==> src/rtl/serbcd_pkg.sv <==
// Shared types and constants for the serial BCD <-> excess-3 frame converter.
package serbcd_pkg;

  typedef enum logic {BCD2XS3, XS32BCD} conv_mode_e;
  typedef enum logic {IDLE, RUN} frame_state_e;

  localparam logic [3:0] XS3_ADD_K = 4'b0011;
  localparam logic [3:0] XS3_SUB_K = 4'b1101;
  localparam logic [3:0] BCD_MAX   = 4'd9;
  localparam logic [3:0] XS3_MIN   = 4'd3;
  localparam logic [3:0] XS3_MAX   = 4'd12;

  // Input-side legality of one nibble for the given conversion direction.
  function automatic logic digit_invalid(input conv_mode_e m, input logic [3:0] n);
    if (m == BCD2XS3) return (n > BCD_MAX);
    return (n < XS3_MIN) || (n > XS3_MAX);
  endfunction

endpackage

==> src/rtl/serbcd_bit_adder.sv <==
// One-bit serial full adder; carry is registered and only advances when en is high.
module serbcd_bit_adder (
  input  logic clk,
  input  logic rst_b,
  input  logic en,
  input  logic clr_carry,
  input  logic a,
  input  logic k,
  output logic sum_bit,
  output logic carry_q
);

  logic [1:0] sum;
  logic       cin;

  assign cin     = clr_carry ? 1'b0 : carry_q;
  assign sum     = {1'b0, a} + {1'b0, cin} + {1'b0, k};
  assign sum_bit = sum[0];

  always_ff @(posedge clk or negedge rst_b) begin
    if (!rst_b)  carry_q <= 1'b0;
    else if (en) carry_q <= sum[1];
  end

endmodule

==> src/rtl/serbcd_x3_frame_conv.sv <==
// Serial LSB-first frame converter, BCD <-> excess-3, with parallel word assembly.
// Optional saturating invalid-digit counter on err_cnt when SERBCD_ERRCNT_EN is defined.
module serbcd_x3_frame_conv
  import serbcd_pkg::*;
#(
  parameter int NDIGITS = 4,
  parameter int WORD_W  = 4*NDIGITS
) (
  input  logic              clk,
  input  logic              rst_b,
  input  logic              inval,
  input  logic              in,
  input  logic              sof,
  input  logic              mode,
  output logic              out,
  output logic              outval,
  output logic [WORD_W-1:0] word_out,
  output logic              word_valid,
  output logic              frame_err,
  output logic              frame_abort
`ifdef SERBCD_ERRCNT_EN
  ,
  output logic [7:0]        err_cnt
`endif
);

  localparam logic [3:0] LAST_D = 4'(NDIGITS-1);

  frame_state_e      state_q, state_d;
  logic [1:0]        bit_cnt_q, bit_cnt_d;
  logic [3:0]        digit_cnt_q, digit_cnt_d;
  conv_mode_e        mode_q, mode_d;
  logic [WORD_W-1:0] stage_q, stage_d;
  logic [2:0]        nib_q, nib_d;
  logic              err_q, err_d;

  logic              out_q, outval_q, word_valid_q, frame_err_q, frame_abort_q;
  logic [WORD_W-1:0] word_out_q;

  logic        start, consume, abort, last, digit_bad;
  logic [1:0]  bc;
  logic [3:0]  dc;
  logic [5:0]  idx;
  conv_mode_e  md;
  logic [3:0]  kvec;
  logic        sum_bit;

  // A sof cycle overrides position and mode so its bit is digit 0 bit 0 of the new frame.
  assign start     = inval & sof;
  assign consume   = inval & (sof | (state_q == RUN));
  assign abort     = start & (state_q == RUN) & ~((bit_cnt_q == 2'd0) && (digit_cnt_q == 4'd0));
  assign bc        = start ? 2'd0 : bit_cnt_q;
  assign dc        = start ? 4'd0 : digit_cnt_q;
  assign md        = start ? conv_mode_e'(mode) : mode_q;
  assign kvec      = (md == XS32BCD) ? XS3_SUB_K : XS3_ADD_K;
  assign idx       = {dc, bc};
  assign last      = consume & (bc == 2'd3) & (dc == LAST_D);
  assign digit_bad = consume & (bc == 2'd3) & digit_invalid(md, {in, nib_q});

  serbcd_bit_adder u_add (
    .clk      (clk),
    .rst_b    (rst_b),
    .en       (consume),
    .clr_carry(bc == 2'd0),
    .a        (in),
    .k        (kvec[bc]),
    .sum_bit  (sum_bit),
    .carry_q  ()
  );

  always_comb begin
    state_d     = state_q;
    bit_cnt_d   = bit_cnt_q;
    digit_cnt_d = digit_cnt_q;
    mode_d      = mode_q;
    stage_d     = stage_q;
    nib_d       = nib_q;
    err_d       = err_q;
    if (start) begin
      mode_d  = conv_mode_e'(mode);
      stage_d = '0;
      err_d   = 1'b0;
    end
    if (consume) begin
      if (bc != 2'd3) nib_d[bc] = in;
      for (int i = 0; i < WORD_W; i++)
        if (6'(i) == idx) stage_d[i] = sum_bit;
      err_d       = err_d | digit_bad;
      bit_cnt_d   = bc + 2'd1;
      digit_cnt_d = (bc == 2'd3) ? dc + 4'd1 : dc;
      state_d     = RUN;
      if (last) begin
        state_d     = IDLE;
        bit_cnt_d   = 2'd0;
        digit_cnt_d = 4'd0;
      end
    end
  end

  always_ff @(posedge clk or negedge rst_b) begin
    if (!rst_b) begin
      state_q       <= IDLE;
      bit_cnt_q     <= 2'd0;
      digit_cnt_q   <= 4'd0;
      mode_q        <= BCD2XS3;
      stage_q       <= '0;
      nib_q         <= 3'd0;
      err_q         <= 1'b0;
      out_q         <= 1'b0;
      outval_q      <= 1'b0;
      word_valid_q  <= 1'b0;
      word_out_q    <= '0;
      frame_err_q   <= 1'b0;
      frame_abort_q <= 1'b0;
    end else begin
      state_q       <= state_d;
      bit_cnt_q     <= bit_cnt_d;
      digit_cnt_q   <= digit_cnt_d;
      mode_q        <= mode_d;
      stage_q       <= stage_d;
      nib_q         <= nib_d;
      err_q         <= err_d;
      outval_q      <= consume;
      word_valid_q  <= last;
      frame_abort_q <= abort;
      if (consume) out_q <= sum_bit;
      if (last) begin
        word_out_q  <= stage_d;
        frame_err_q <= err_d;
      end
    end
  end

`ifdef SERBCD_ERRCNT_EN
  logic [7:0] err_cnt_q;

  always_ff @(posedge clk or negedge rst_b) begin
    if (!rst_b)                             err_cnt_q <= 8'd0;
    else if (digit_bad && err_cnt_q != 8'hFF) err_cnt_q <= err_cnt_q + 8'd1;
  end

  assign err_cnt = err_cnt_q;
`endif

  assign out         = out_q;
  assign outval      = outval_q;
  assign word_out    = word_out_q;
  assign word_valid  = word_valid_q;
  assign frame_err   = frame_err_q;
  assign frame_abort = frame_abort_q;

endmodule

==> config.mk <==
export PLATFORM = sky130hd
export DESIGN_NAME = serbcd_x3_frame_conv
export DESIGN_NICKNAME = d
export VERILOG_FILES = /design/src/rtl/serbcd_pkg.sv /design/src/rtl/serbcd_bit_adder.sv /design/src/rtl/serbcd_x3_frame_conv.sv
export SDC_FILE = /design/constraint.sdc
export NUM_CORES = 1
export LEC_CHECK = 0
export ABC_AREA = 1
export CELL_PAD_IN_SITES_DETAIL_PLACEMENT = 0
export CELL_PAD_IN_SITES_GLOBAL_PLACEMENT = 1
export CORE_MARGIN = 5
export CORE_UTILIZATION = 44
export CTS_CLUSTER_SIZE = 40
export DETAILED_ROUTE_END_ITERATION = 10
export GPL_TIMING_DRIVEN = 1
export PLACE_DENSITY = 0.94
export SLEW_MARGIN = 20
export SYNTH_ARGS = -nofsm -noshare
export SYNTH_HDL_FRONTEND = slang
export SYNTH_SLANG_ARGS = --single-unit
export TNS_END_PERCENT = 10
==> constraint.sdc <==
create_clock -name clk -period 5.05 [get_ports clk]
set_input_delay 0.505 -clock clk [delete_from_list [all_inputs] [get_ports clk]]
set_output_delay 0.505 -clock clk [all_outputs]
set_load 0.01 [all_outputs]
==> results of run 1 <==
routing by layer:
layer	global-route usage	wire, um
met1	0.211	2430
met2	0.251	2330
met3	0.0228	136
met4	0.0550	65
met5	0	0
synth_stat cells, drive strengths merged:
master / n / share of area
a21oi: 1 / 0.0021
a31oi: 1 / 0.0026
and2: 1 / 0.0026
buf: 7 / 0.025
clkbuf: 2 / 0.0032
clkinv: 1 / 0.0016
dfrtp: 49 / 0.52
fa: 1 / 0.0084
inv: 37 / 0.059
nand2: 133 / 0.21
nand3: 43 / 0.093
nand4: 1 / 0.0026
nor2: 17 / 0.032
o21ai: 17 / 0.036
path summary, 6_finish.rpt:
kind | depth (start not counted) | end
min reg2reg | 2 | word_out[4]
min in group clk | 2 | word_out[4]
min | 2 | outval
max | 10 | word_out[12]
max reg2reg | 9 | word_out[12]
max in group asynchronous | 2 | stage_q[4]
cell families (layout without fill, tap and decap cells):
logic type	Yosys count	count (layout)
buffers and inverters	47	73
AOI/OAI and AO/OA	19	19
and+or+nand+nor	195	195
DFF	49	49
adders and majority gates	1	1
through the flow:
step | total power, mW | std cells | util | worst slack, ns | hold WS [ns]
global placement | 0.760 | 399 | 0.513 | 1.69 | 0.463
global route | 1.11 | 407 | 0.535 | 1.62 | 0.343
detailed placement | 0.767 | 399 | 0.513 | 1.64 | 0.464
finish | 1.04 | 407 | 0.535 | 1.89 | 0.282
CTS | 1.05 | 407 | 0.535 | 1.92 | 0.317
floorplan | 0.685 | 311 | - | 2.77 | 0.209
report_power, final:
group / switching (mW) / internal (mW) / leakage, nW
logic: 0.191 / 0.0834 / 0.823
registers: 0.0385 / 0.450 / 0.657
clock network: 0.130 / 0.149 / 0.0554
sequential cells by signal, summed over array words and instances, names as in the netlist:
| register | cells |
|---|---|
| bit_cnt_q | 2 |
| outval | 1 |
| frame_abort | 1 |
| word_out | 16 |
| err_q | 1 |
| mode_q | 1 |
| frame_err | 1 |
| out | 1 |
| digit_cnt_q | 4 |
| nib_q | 3 |
| stage_q | 15 |
| word_valid | 1 |
| state_q | 1 |
| u_add.carry_q | 1 |
layout make-up:
type / count / area share
Multi-Input combinational cell: 215 / 0.338
Sequential cell: 49 / 0.443
Clock inverter: 2 / 0.0140
Inverter: 38 / 0.0516
Timing Repair Buffer: 27 / 0.0950
Tap cell: 70 / 0.0317
Clock buffer: 6 / 0.0262
==> results.toml, run 1 <==
[clocking]
numCtsBuffers = 5
htree_levels = 2
post-cts-setup-buffer-count = 0
cts_tree = "done"
cts_sinks = 49
hold_buffers = 0
clockBufferDepth = 2
path_clk_slew_ns = 0.09
cts-root-buf = "clkbuf_8"
postCtsResizedCells = 0
clkLatencyLatePin_ns = 0.30

[die]
die_w_um = 83.4
ioPinCount = 27
core-area_mm2 = 0.00517
start_util = 0.458
die-area_mm2 = 0.00695
fp.dieH_um = 83.4
row_count = 26

[synth]
syn_inst = 311
synthMuxAreaShare = 0
yosysSeqAreaShare = 0.517
synthXorXnorAreaFrac = 0
synth_nets = 318
synth_simple_gate_area_frac = 0.345
synth_compound_area_frac = 0.0407
synth_cell_types = 20
ys_seq_elements = 49
synthAdderAreaFrac = 0.00845
syn_avg_cell_area_um2 = 7.62
ys_warn_count = 0
synth_top_family_by_area = "simple AND/OR/NAND/NOR gates"
synth_area_mm2 = 0.00237

[outcome]
status = "finished, final reports clean"

[drt]
viasPerCell = 4.82
ant_nets = 0
drtPass1Iterations = 4
routed-via-count = 1963
drc = 0
wl_per_cell_um = 12.2
drtIter0Drc = 96
wl_mm = 4.96

[cells_and_area]
final_common_cell = "nand2_1"
area_growth_pct = 16.7
register_area_mm2 = 0.00123
final_cell_mix = "nand2_1 (129), dfrtp_1 (49), nand3_1 (42), inv_1 (36), clkdlybuf4s50_1 (25)"
antenna_cells = 0
drive_gt1_frac = 0.0593
fillerInstances = 514
nets = 343
multi_input_area_um2 = 935
layout.cell_area.non_filler_mm2 = 0.00277

[job]
maxCapViolCount = 0

[sta]
slew_viol_final = 0
timing.final.crit_period_ns = 3.16
fin_tns_setup_ns = 0
worst_slew_pin_slew_ns = 0.610
max_freq_ghz = 0.317
clock_skew_ns = 0.00508
setup_violations = 0
rsz0062_at_grt = "no"
relSlewSlack = 0.593
fin_crit_sh = 0.625
hold_viol = 0

[critical_path]
worstPathCellList = "clkdlybuf4s50_1 > nand2_2 > nand3_1 > o21ai_0 > o21ai_0 > fa_1 > clkinv_1 > nand4_1 > nand3_1 > nand2_1"
path_class = "input pin to flop"
crit_buf_inv = 2
critPathLaunch = "inval"
worst_path_dominant_cell_family = "simple AND/OR/NAND/NOR gates"
rrSetupSlack_ns = 2.34
cpMaxStageDelayCell = "fa_1"
required_ns = 5.29
r2r_start = "bit_cnt_q[1]"
worstPathMaxFanout = 29
max_stage_delay_ns = 0.55
critPathLaunchType = "input pin"
end_kind = "flop"
arrival_ns = 3.40

[grt]
grt_start_max_net_pins = 50
overflow = 0
grt_pass1_vias = 2002
antenna_found_initial = 0
grt_pass1_wl_mm = 9.03
grt_usage = 0.155

[placed_design]
finalWeightedCongestion = 0.801
postPlaceCellArea_mm2 = 0.00265
dp_hpwl_mm = 3.32
portBuffers = 26

[power]
p_leak_nw = 1.54
irDropWorstVdd_uv = 187
power_density_mw_per_mm2 = 377

[min_path]
hold_path.class = "input pin to async pin"
(Power assumes the default switching activity.)
==> run 2: changes to the inputs <==
--- a/config.mk
+++ b/config.mk
@@ -9,11 +9,11 @@
 export CELL_PAD_IN_SITES_DETAIL_PLACEMENT = 0
 export CELL_PAD_IN_SITES_GLOBAL_PLACEMENT = 1
 export CORE_MARGIN = 5
-export CORE_UTILIZATION = 44
+export CORE_UTILIZATION = 41
 export CTS_CLUSTER_SIZE = 40
 export DETAILED_ROUTE_END_ITERATION = 10
 export GPL_TIMING_DRIVEN = 1
-export PLACE_DENSITY = 0.94
+export PLACE_DENSITY = 0.89
 export SLEW_MARGIN = 20
 export SYNTH_ARGS = -nofsm -noshare
 export SYNTH_HDL_FRONTEND = slang
==> constraint.sdc (replaced) <==
create_clock -name clk -period 2.92 [get_ports clk]
set_input_delay 0.292 -clock clk [delete_from_list [all_inputs] [get_ports clk]]
set_output_delay 0.292 -clock clk [all_outputs]
set_load 0.01 [all_outputs]
==> results.toml, run 2 (synthesized netlist as in run 1, its figures left out) <==
[sta]
rsz0062_at_grt = "no"
slew_viol_final = 0
fin_tns_setup_ns = 0
hold_viol = 0
worst_slew_pin_slew_ns = 0.617
fin_crit_sh = 0.836
clock_skew_ns = 0.00626
max_freq_ghz = 0.409
relSlewSlack = 0.589
timing.final.crit_period_ns = 2.44
setup_violations = 0

[power]
p_leak_nw = 1.54
power_density_mw_per_mm2 = 618
irDropWorstVdd_uv = 372

[cells_and_area]
final_common_cell = "nand2_1"
final_cell_mix = "nand2_1 (129), dfrtp_1 (49), nand3_1 (42), inv_1 (36), clkdlybuf4s50_1 (25)"
final_core_util = 0.497
drive_gt1_frac = 0.0704
antenna_cells = 0
layout.cell_area.non_filler_mm2 = 0.00277
nets = 347
largest_register_ff_count = 16
area_growth_pct = 16.8
fin_cells = 413

[grt]
grt_pass1_wl_mm = 9.18
grt_pass1_vias = 1956
grt_start_max_net_pins = 28
grt_usage = 0.154
antenna_found_initial = 0
overflow = 0

[die]
ioPinCount = 27
fp.dieH_um = 86.0
start_util = 0.425
die-area_mm2 = 0.00740
die_w_um = 86.0
core-area_mm2 = 0.00557
row_count = 27

[drt]
drtPass1Iterations = 4
ant_nets = 0
routed-via-count = 1952
drtIter0Drc = 121
viasPerCell = 4.73
drc = 0
wl_per_cell_um = 12.3
wl_mm = 5.08

[placed_design]
portBuffers = 26
dp.cells = 405
finalWeightedCongestion = 0.774
dp_hpwl_mm = 3.59
postPlaceCellArea_mm2 = 0.00269

[clocking]
path_clk_slew_ns = 0.09
clkLatencyLatePin_ns = 0.30
postCtsResizedCells = 0
numCtsBuffers = 5
cts-root-buf = "clkbuf_8"
htree_levels = 2
hold_buffers = 0
cts_sinks = 49
cts_tree = "done"
clockBufferDepth = 2
post-cts-setup-buffer-count = 0

[critical_path]
reg2regPathDepth = 9
end_kind = "flop"
rrSetupSlack_ns = 0.51
critPathLaunchType = "input pin"
required_ns = 3.17
arrival_ns = 2.69
r2r_start = "bit_cnt_q[1]"
worstPathMaxFanout = 16
r2r-end = "word_out[12]"
path_class = "input pin to flop"

[outcome]
status = "finished, final reports clean"

[job]
maxCapViolCount = 0

[min_path]
hold_path.class = "input pin to async pin"
[run 2: cell count changes in the layout (fill, tap and decap cells not counted)]
cell,change
bufinv_16,-1
clkinv_2,+2
clkinv_4,-1
buf_4,+4
[run 2: layer usage]
| layer | GRT usage | share of wire |
|---|---|---|
| met2 | 0.256 | 0.47 |
| met1 | 0.203 | 0.48 |
| met4 | 0.0374 | 0.0075 |
| met3 | 0.0384 | 0.045 |
| met5 | 0 | 0 |
[run 2: worst max path at each step]
stage / startpoint / endpoint / slack [ns]
floorplan: bit_cnt_q[1] / word_out[11] / 0.77
global placement: inval / word_out[12] / 0.22
detailed placement: inval / word_out[12] / 0.17
CTS: inval / word_out[12] / 0.49
global route: inval / word_out[7] / 0.20
finish: inval / word_out[12] / 0.48
[run 2: worst max-delay path, cell delays in order]
cell and delay (ns):
clkdlybuf4s50_1 0.46, nand2_2 0.11, nand3_1 0.14, o21ai_0 0.11, o21ai_0 0.13, fa_1 0.55, clkinv_1 0.42, nand4_1 0.31
nand3_1 0.10, nand2_1 0.06
[run 2: per-stage QoR]
stage | hold slack [ns] | power [mW] | setup slack, ns
global route | 0.0540 | 1.84 | 0.205
global placement | 0.338 | 1.33 | 0.219
floorplan | -0.00359 | 1.19 | 0.769
CTS | 0.0154 | 1.73 | 0.490
finish | 0.00207 | 1.71 | 0.478
detailed placement | 0.341 | 1.34 | 0.172
[run 2: area by class of cell]
type	instances	area, um^2
multi-input cells	215	935
fillers	544	2810
inverters	38	143
flip-flops and latches	49	1230
clock buffers	6	72.6
clock inverters	2	10.0
repair buffers	31	293
well taps	72	90.1
[run 2: power by group]
| group | leakage (nW) | internal (mW) | switching [mW] | total [mW] |
|---|---|---|---|---|
| Combinational | 0.841 | 0.153 | 0.330 | 0.483 |
| Clock | 0.0450 | 0.166 | 0.216 | 0.382 |
| Sequential | 0.657 | 0.778 | 0.0682 | 0.846 |
| Total | 1.54 | 1.10 | 0.614 | 1.71 |
==> run 3: changes to the inputs <==
--- a/config.mk
+++ b/config.mk
@@ -9,11 +9,11 @@
 export CELL_PAD_IN_SITES_DETAIL_PLACEMENT = 0
 export CELL_PAD_IN_SITES_GLOBAL_PLACEMENT = 1
 export CORE_MARGIN = 5
-export CORE_UTILIZATION = 41
+export CORE_UTILIZATION = 37
 export CTS_CLUSTER_SIZE = 40
 export DETAILED_ROUTE_END_ITERATION = 10
 export GPL_TIMING_DRIVEN = 1
-export PLACE_DENSITY = 0.89
+export PLACE_DENSITY = 0.85
 export SLEW_MARGIN = 20
 export SYNTH_ARGS = -nofsm -noshare
 export SYNTH_HDL_FRONTEND = slang
==> constraint.sdc (replaced) <==
create_clock -name clk -period 2.15 [get_ports clk]
set_input_delay 0.215 -clock clk [delete_from_list [all_inputs] [get_ports clk]]
set_output_delay 0.215 -clock clk [all_outputs]
set_load 0.01 [all_outputs]
==> results.toml, run 3 (synthesized netlist as in run 1, its figures left out) <==
[critical_path]
required_ns = 2.34
r2r-end = "word_out[8]"
crit_top_cell = "nand3_1"
cpMaxStageDelayCell = "fa_1"
worstPathCellList = "inv_1 > nand3_1 > o21ai_0 > o21ai_1 > fa_1 > inv_2 > buf_12 > nand3_1 > nand3_1 > nand2_1"
path_class = "flop to flop"
arrival_ns = 2.12
reg2regPathDepth = 10
max_stage_delay_ns = 0.50
worstPathMaxFanout = 16
rrSetupSlack_ns = 0.22
end_kind = "flop"
critPathLaunchType = "flop"
r2r_start = "bit_cnt_q[1]"

[sta]
fin_crit_sh = 0.898
holdWs_ns = 0.347
worst_slack_ns = 0.220
fin_tns_setup_ns = 0
slew_viol_final = 0
rsz0062_at_grt = "no"
hold_viol = 0
setup_violations = 0
worst_slew_pin_slew_ns = 0.365
max_freq_ghz = 0.518
timing.final.crit_period_ns = 1.93
relSlewSlack = 0.756
clock_skew_ns = 0.00528

[cells_and_area]
final_core_util = 0.466
layout.cell_area.non_filler_mm2 = 0.00293
antenna_cells = 0
final_common_cell = "nand2_1"
final_cell_mix = "nand2_1 (129), dfrtp_1 (48), nand3_1 (42), inv_1 (36), clkdlybuf4s50_1 (25)"
drive_gt1_frac = 0.115
fillerInstances = 644
fin_cells = 432
largest_register_ff_count = 16
nets = 362
area_growth_pct = 23.5

[min_path]
hold_path.class = "input pin to async pin"

[placed_design]
dp.cells = 423
finalWeightedCongestion = 0.845
dp_hpwl_mm = 3.70
portBuffers = 26
postPlaceCellArea_mm2 = 0.00281
pre_cts_slack_ns = -0.0964

[power]
p_seq_frac = 0.446
pwr-share-comb = 0.308
total_power_mw = 2.57
irDropWorstVdd_uv = 410
power_density_mw_per_mm2 = 878
internal-power_mw = 1.72
switching_share = 0.333
p_leak_nw = 1.63
p_clk_frac = 0.245
p_switching_mw = 0.855

[die]
die_w_um = 90.0
row_count = 29
ioPinCount = 27
fp.dieH_um = 90.0
core-area_mm2 = 0.00628
die-area_mm2 = 0.00811
start_util = 0.378

[grt]
grt_usage = 0.136
grt_start_max_net_pins = 21
overflow = 0
grt_pass1_vias = 2053
grt_pass1_wl_mm = 9.32
antenna_found_initial = 0

[drt]
drtIter0Drc = 120
ant_nets = 0
wl_per_cell_um = 12.1
drc = 0
viasPerCell = 4.60
wl_mm = 5.21
drtPass1Iterations = 4
routed-via-count = 1988

[clocking]
htree_levels = 2
cts-root-buf = "clkbuf_8"
cts_sinks = 49
cts_tree = "done"
clockBufferDepth = 2
clkLatencyLatePin_ns = 0.29
numCtsBuffers = 5
path_clk_slew_ns = 0.09

[job]
maxCapViolCount = 0

[outcome]
status = "finished, final reports clean"
run 3: worst max-delay path by stage:
| stage | start | to | slack (ns) | cells after the start |
|---|---|---|---|---|
| 4_1_cts | bit_cnt_q[1] | word_out[8] | 0.14 | 10 |
| 2_1_floorplan | bit_cnt_q[1] | word_out[11] | 0.09 | 10 |
| 3_3_place_gp | sof | word_out[3] | -0.08 | 11 |
| 3_5_place_dp | sof | word_out[9] | -0.1 | 11 |
| 5_1_grt | bit_cnt_q[1] | word_out[12] | 0.02 | 10 |
| 6_report | bit_cnt_q[1] | word_out[8] | 0.22 | 10 |
run 3: what timing repair did:
| action | CTS | global route |
|---|---|---|
| endpoints found under the hold margin | 13 | 0 |
| gates resized for setup | 0 | 3 |
| buffers inserted | 0 | 1 |
| hold buffers | 1 | 0 |
| endpoints found under the setup margin | 0 | 14 |
run 3: power by group through the flow:
| stage | logic [mW] | registers (mW) | clock network, mW |
|---|---|---|---|
| 2_1_floorplan | 0.465 | 1.15 | 0 |
| 3_3_place_gp | 0.770 | 1.16 | 0 |
| 3_5_place_dp | 0.779 | 1.16 | 0 |
| 4_1_cts | 0.784 | 1.15 | 0.651 |
| 5_1_grt | 0.904 | 1.17 | 0.686 |
| 6_report | 0.793 | 1.15 | 0.631 |
run 3: layout make-up:
cell class                      count  area [um^2]  share of cell area
Multi-Input combinational cell    215          937               0.320
Inverter                           38          143              0.0487
Sequential cell                    49         1230               0.419
Clock inverter                      2         35.0              0.0120
Clock buffer                        5         68.8              0.0235
Tap cell                           77         96.3              0.0329
Timing Repair Buffer               46          420               0.144
run 3: metal layers:
metal | wire length, um | vias to the layer above | global-route usage
li1 | - | 1045 | -
met1 | 2740 | 907 | 0.190
met2 | 2260 | 30 | 0.216
met3 | 160 | 6 | 0.0209
met4 | 51 | 0 | 0.0422
met5 | 0 | - | 0
run 3: worst max-delay path, delay by kind of cell (launching register included):
| kind | cells | cell delay (ns) |
|---|---|---|
| fa+ha+maj | 1 | 0.50 |
| compound gates | 2 | 0.20 |
| flops | 1 | 0.44 |
| buf+inv | 3 | 0.31 |
| simple gates | 4 | 0.37 |
